## src/rtl/alu_pkg.sv

```systemverilog
// ---------------------------------------------------------------------------
// alu_pkg
//   Shared definitions for the execute-stage ALU slice:
//     - ALU_controls operation codes understood by ex_alu_unit
//     - FSM state encoding of ex_alu_unit (IDLE -> MUL -> DONE -> IDLE)
//     - cnt_width(): width of the multiply iteration counter
// ---------------------------------------------------------------------------
package alu_pkg;

   localparam logic [3:0] ALU_AND   = 4'd0;
   localparam logic [3:0] ALU_OR    = 4'd1;
   localparam logic [3:0] ALU_ADD   = 4'd2;
   localparam logic [3:0] ALU_SUB   = 4'd6;
   localparam logic [3:0] ALU_SLT   = 4'd7;
   localparam logic [3:0] ALU_MULTU = 4'd8;

   typedef enum logic [1:0] {
      IDLE = 2'd0,
      MUL  = 2'd1,
      DONE = 2'd2
   } alu_state_e;

   // The counter must hold the value WIDTH itself, hence one extra bit.
   function automatic int cnt_width(input int width);
      return $clog2(width) + 1;
   endfunction

endpackage

```

## src/rtl/alu_seq_mult.sv

```systemverilog
// ---------------------------------------------------------------------------
// alu_seq_mult
//   Iterative unsigned shift-add multiplier, one partial product per cycle.
//   Ports:
//     clk, rst      clock, asynchronous active-high reset
//     start         load a/b, clear the accumulator, start WIDTH iterations
//     a, b          multiplicand / multiplier (sampled only on start)
//     done          high in the cycle that performs the final iteration
//     product       2*WIDTH accumulator; holds the full product once the
//                   final iteration has been clocked in
// ---------------------------------------------------------------------------
module alu_seq_mult #(
   parameter int WIDTH = 32
) (
   input  logic                 clk,
   input  logic                 rst,
   input  logic                 start,
   input  logic [WIDTH-1:0]     a,
   input  logic [WIDTH-1:0]     b,
   output logic                 done,
   output logic [2*WIDTH-1:0]   product
);
   import alu_pkg::*;

   localparam int               CNT_W    = cnt_width(WIDTH);
   localparam logic [CNT_W-1:0] CNT_INIT = CNT_W'(WIDTH);
   localparam logic [CNT_W-1:0] CNT_ONE  = {{(CNT_W-1){1'b0}}, 1'b1};

   logic [WIDTH-1:0]   multiplicand;
   logic [WIDTH-1:0]   multiplier;
   logic [2*WIDTH-1:0] acc;
   logic [CNT_W-1:0]   count;
   logic [WIDTH-1:0]   addend;
   logic [WIDTH:0]     upper_sum;

   assign addend    = multiplier[0] ? multiplicand : '0;
   // Carry out of the upper half is kept so the right shift brings it in.
   assign upper_sum = {1'b0, acc[2*WIDTH-1:WIDTH]} + {1'b0, addend};

   always_ff @(posedge clk or posedge rst) begin
      if (rst) begin
         multiplicand <= '0;
         multiplier   <= '0;
         acc          <= '0;
         count        <= '0;
      end else if (start) begin
         multiplicand <= a;
         multiplier   <= b;
         acc          <= '0;
         count        <= CNT_INIT;
      end else if (count != '0) begin
         acc        <= {upper_sum, acc[WIDTH-1:1]};
         multiplier <= multiplier >> 1;
         count      <= count - CNT_ONE;
      end
   end

   // No early exit: a zero multiplier still runs all WIDTH iterations.
   assign done    = (count == CNT_ONE);
   assign product = acc;

endmodule

```

## src/rtl/ex_alu_unit.sv

```systemverilog
// ---------------------------------------------------------------------------
// ex_alu_unit
//   Execute-stage ALU: single-cycle AND/OR/ADD/SUB/SLT plus a multi-cycle
//   unsigned multiply (MULTU) that stalls the pipeline through busy.
//   Ports:
//     clk, rst          clock, asynchronous active-high reset
//     valid_in          operands and ALU_controls valid this cycle
//     ALU_controls      0 AND, 1 OR, 2 ADD, 6 SUB, 7 SLT, 8 MULTU
//     operand_a/b       source operands
//     result            registered result (low product half for MULTU)
//     result_hi         high product half, written only by MULTU
//     zero              registered (result == 0)
//     result_valid      one-cycle strobe when the outputs are new
//     busy              stall request: accept cycle of MULTU and all MUL cycles
//     overflow          (only with ALU_OVERFLOW_EN) signed ADD/SUB overflow
//   Handshake: an op is taken in any IDLE cycle with valid_in=1. While busy,
//   upstream holds its inputs and valid_in is ignored; the DONE cycle also
//   ignores valid_in, and the next op is taken in the cycle after DONE.
//   Optional feature macro: ALU_OVERFLOW_EN.
// ---------------------------------------------------------------------------
module ex_alu_unit #(
   parameter int WIDTH = 32
) (
   input  logic             clk,
   input  logic             rst,
   input  logic             valid_in,
   input  logic [3:0]       ALU_controls,
   input  logic [WIDTH-1:0] operand_a,
   input  logic [WIDTH-1:0] operand_b,
   output logic [WIDTH-1:0] result,
   output logic [WIDTH-1:0] result_hi,
   output logic             zero,
   output logic             result_valid,
   output logic             busy
`ifdef ALU_OVERFLOW_EN
   ,
   output logic             overflow
`endif
);
   import alu_pkg::*;

   alu_state_e         state;
   alu_state_e         state_next;
   logic               accept;
   logic               start_mul;
   logic               mul_done;
   logic [2*WIDTH-1:0] product;
   logic [WIDTH-1:0]   sum;
   logic [WIDTH-1:0]   diff;
   logic [WIDTH-1:0]   op_res;

   assign accept    = (state == IDLE) && valid_in;
   assign start_mul = accept && (ALU_controls == ALU_MULTU);

   assign sum  = operand_a + operand_b;
   assign diff = operand_a - operand_b;

   // Single-cycle operation mux; undefined codes yield 0.
   always_comb begin
      op_res = '0;
      case (ALU_controls)
         ALU_AND: op_res = operand_a & operand_b;
         ALU_OR:  op_res = operand_a | operand_b;
         ALU_ADD: op_res = sum;
         ALU_SUB: op_res = diff;
         ALU_SLT: op_res = {{(WIDTH-1){1'b0}}, ($signed(operand_a) < $signed(operand_b))};
         default: op_res = '0;
      endcase
   end

`ifdef ALU_OVERFLOW_EN
   logic op_ovf;

   always_comb begin
      op_ovf = 1'b0;
      case (ALU_controls)
         ALU_ADD: op_ovf = (operand_a[WIDTH-1] == operand_b[WIDTH-1]) &&
                           (sum[WIDTH-1] != operand_a[WIDTH-1]);
         ALU_SUB: op_ovf = (operand_a[WIDTH-1] != operand_b[WIDTH-1]) &&
                           (diff[WIDTH-1] != operand_a[WIDTH-1]);
         default: op_ovf = 1'b0;
      endcase
   end
`endif

   alu_seq_mult #(.WIDTH(WIDTH)) u_mult (
      .clk     (clk),
      .rst     (rst),
      .start   (start_mul),
      .a       (operand_a),
      .b       (operand_b),
      .done    (mul_done),
      .product (product)
   );

   always_ff @(posedge clk or posedge rst) begin
      if (rst) state <= IDLE;
      else     state <= state_next;
   end

   always_comb begin
      state_next = state;
      case (state)
         IDLE:    if (start_mul) state_next = MUL;
         MUL:     if (mul_done)  state_next = DONE;
         DONE:    state_next = IDLE;
         default: state_next = IDLE;
      endcase
   end

   // Stall starts combinationally in the accept cycle so upstream holds the
   // operands; it is forced low while reset is asserted.
   assign busy = !rst && ((state == MUL) || start_mul);

   always_ff @(posedge clk or posedge rst) begin
      if (rst) begin
         result       <= '0;
         result_hi    <= '0;
         zero         <= 1'b0;
         result_valid <= 1'b0;
`ifdef ALU_OVERFLOW_EN
         overflow     <= 1'b0;
`endif
      end else begin
         result_valid <= 1'b0;
         if (state == DONE) begin
            result       <= product[WIDTH-1:0];
            result_hi    <= product[2*WIDTH-1:WIDTH];
            zero         <= (product[WIDTH-1:0] == '0);
            result_valid <= 1'b1;
`ifdef ALU_OVERFLOW_EN
            overflow     <= 1'b0;
`endif
         end else if (accept && !start_mul) begin
            result       <= op_res;
            zero         <= (op_res == '0);
            result_valid <= 1'b1;
`ifdef ALU_OVERFLOW_EN
            overflow     <= op_ovf;
`endif
         end
      end
   end

endmodule

```

## config.mk

```make
export PLATFORM = sky130hd
export DESIGN_NAME = ex_alu_unit
export DESIGN_NICKNAME = d
export VERILOG_FILES = /design/src/rtl/alu_pkg.sv /design/src/rtl/alu_seq_mult.sv /design/src/rtl/ex_alu_unit.sv
export SDC_FILE = /design/constraint.sdc
export NUM_CORES = 1
export LEC_CHECK = 0
export CORE_MARGIN = 5
export CORE_UTILIZATION = 41
export CTS_BUF_LIST = sky130_fd_sc_hd__clkbuf_8
export CTS_CLUSTER_DIAMETER = 50
export CTS_CLUSTER_SIZE = 10
export DETAILED_ROUTE_END_ITERATION = 16
export PLACE_DENSITY = 0.71
export SYNTH_ARGS = -nofsm -noshare
export SYNTH_HDL_FRONTEND = slang
export SYNTH_SLANG_ARGS = --single-unit
```

## constraint.sdc

```tcl
create_clock -name clk -period 6.45 [get_ports clk]
set_input_delay 1.29 -clock clk [delete_from_list [all_inputs] [get_ports clk]]
set_output_delay 1.29 -clock clk [all_outputs]
set_load 0.02 [all_outputs]
```

==> flow_summary_export.csv <==
group,metric,value,unit
final_layout,instances_no_fill,2599,
sta,worstMarginPinSlew,1.232,ns
route,drtIter0Drc,1307,
final_layout,nNetsFinal,2279,
hold_path,hold_depth,2,
cts,cts_hold_buffers,0,
placed_design,io_buffers,137,
final_layout,layout_common_cells,"nand2_1, dfrtp_1, a21oi_1, nor2_1, clkdlybuf4s50_1",
cts,htreeDepth,1,
setup_path,start_kind,"primary input",
sta,hold_viol_final,0,
route,vias,14997,
grt,grt_pass1_wl,81210,um
pwr,powerDensity,359.3,mW/mm^2
die,ios,138,
pwr,ir_drop,0.0001512,V
sta,fin_crit,5.399,ns
sta,slew_headroom,0.1790,
grt,first_global_vias,14591,
route,routedWlPerCell,19.94,um
setup_path,critPathMaxStageDelay,0.75,ns
yosys,ys_warn_count,0,
setup_path,r2r_end,"u_mult.product[57]",
yosys,synth.top_cell.area_share,0.3236,
placed_design,place_area,0.01740,mm^2
setup_path,cp.buffers_inverters,2,
setup_path,worstSetupStartpoint,"operand_b[0]",
sta,setup_violations,0,
setup_path,required,6.97,ns
run,cap_viol_max_count,0,
pwr,power,6.476,mW
setup_path,ff2ff_path_depth,14,
placed_design,pre_cts_ws,0.3361,ns
cts,cts_resized,0,
cts,clk_latency,0.62,ns
grt,grt_overflow_total,0,
die,die_w,205.2,um
yosys,synth_seq_cells,202,
yosys,syn-instance-count,1996,
yosys,ys_types,94,
setup_path,critPathKind,"primary input to flip-flop",
hold_path,min_from,"result_hi[26]",
setup_path,critical-path-top-delay-family,"compound AO/OA/AOI/OAI gates",
route,dr.pass1.iters,7,
placed_design,placed_cells_incl_taps,2551,
cts,cts_sinks,202,
yosys,synth_top_cell_by_area,"dfrtp_1",
cts,clock_path_buffers,3,
grt,antenna_found_initial,2,
pwr,leakage,8.159,nW
setup_path,r2r-start,"u_mult.multiplier[0]",
sta,worst_clock_skew,0.02254,ns
status,outcome,"completed",
placed_design,dp_hpwl,39360,um
setup_path,crit_arrival,5.92,ns
yosys,synth.avg_cell_area,7.827,um^2
yosys,yosys_most_used_dff,"dfrtp_1",
sta,fin_crit_sh,0.8371,
setup_path,slowest_stage,"a311oi_1",
hold_path,min_to,"result_hi[26]",
route,vias_per_cell,5.770,
sta,finalSetupTns,0,ns
cts,clock-root-buffer,"clkbuf_8",
setup_path,cp_cell_sequence,"clkdlybuf4s50_1 > ha_1 > inv_1 > fa_1 > nand2b_1 > a21oi_1 > o21ai_2 > o31ai_2 > a21oi_1 > o21a_1 > a311oi_1 > nand4_1 > nor4_4 > nand4_1 > o41ai_2",
sta,rsz0062_at_grt,"false",
yosys,async_flop_share,1.000,
yosys,seq_area_frac_synth,0.3236,
sta,drv_slew,0,
sta,timing.hold.ws,0.4712,ns
hold_path,hold_class,"flip-flop to flip-flop",
die,rows,71,
die,die_area,0.04211,mm^2
setup_path,end_kind,"flip-flop",
setup_path,r2r_slack,2.00,ns
yosys,synth-edff-count,0,
yosys,synth_fp_nets,2203,
yosys,synth_area,0.01562,mm^2
die,coreArea,0.03767,mm^2
cts,cts_tree,"yes",
final_layout,mostFrequentLayoutCell,"nand2_1",
route,ant_nets,0,
grt,grtUsageTotal,0.2403,
cts,clkSlewWorstSetupHoldPaths,0.07,ns
sta,layout_setup_ws,1.051,ns
die,start_util,0.4148,
route,remaining_drc_errors,0,
yosys,synth.area.top_cells,"dfrtp_1, ha_1, nand2_1, a21oi_1, nor2_1",
setup_path,path_depth,15,
placed_design,place_congestion,1.012,
final_layout,area_growth,15.38,%
setup_path,cp_max_fo,5,
final_layout,final_core_util,0.4785,
cts,numCtsBuffers,30,
die,die_h,205.2,um
grt,grt_max_degree,126,
final_layout,design_area,0.01802,mm^2
cts,cts_setup_buffers,0,
route,wl,51820,um
final_layout,drive_gt1_frac,0.05705,
sta,timing.fmax,0.1852,GHz
==> metal layers <==
layer	wire [um]	up-vias	GRT usage
li1	-	7161	-
met1	22630	7191	0.3264
met2	23290	523	0.3825
met3	3502	120	0.04066
met4	2385	2	0.09785
met5	13	-	0
==> flip-flops by register name (all words and copies together) (netlist names) <==
name	flops
u_mult.product	64
result	32
result_hi	32
u_mult.multiplicand	32
u_mult.multiplier	32
u_mult.count	6
state	2
result_valid	1
zero	1
==> tightest hold or removal path, stage by stage (launching register included) <==
cell     delay, ns
dfrtp_1       0.34
nand2_1       0.05
nand2_1       0.05
==> cells by family after synthesis <==
family,Yosys count,share of synthesized area
simple gates,779,0.2277
buf+inv,237,0.05983
mux,26,0.01706
compound gates,577,0.2396
fa+ha+maj,136,0.1104
xor+xnor,39,0.02186
flops,202,0.3236
==> power by group <==
| group | switching, mW | total [mW] | internal [mW] | leakage [nW] |
|---|---|---|---|---|
| clock network | 0.547 | 1.13 | 0.586 | 0.318 |
| logic | 1.69 | 3.01 | 1.33 | 5.28 |
| registers | 0.513 | 2.33 | 1.82 | 2.56 |
==> cells in the mapped netlist (20+ instances only) <==
library cell  instances
a31oi_1              43
nand3_1              42
nor4_1               22
a211oi_1             27
clkbuf_1             85
inv_1               113
mux2i_1              21
nand2_1             394
and2_1               37
o21ai_0             104
dfrtp_1             202
xnor2_1              33
a22oi_1              20
nor2_1              141
nor3_1               36
a21o_1               27
ha_1                133
a21oi_1             177
==> cell type report <==
class,count,area [um^2]
Fill cell,3785,19640
Multi-Input combinational cell,1557,9679
Sequential cell,202,5055
Timing Repair Buffer,163,1579
Tap cell,511,639.4
Inverter,118,446.7
Clock buffer,32,440.4
Clock inverter,14,180.2
Antenna cell,2,5.005
==> worst max path at each step <==
stage / to
5_1_grt: zero
4_1_cts: zero
6_report: zero
2_1_floorplan: busy
3_3_place_gp: zero
3_5_place_dp: zero
Note: power is estimated with default switching activity, not from simulation.
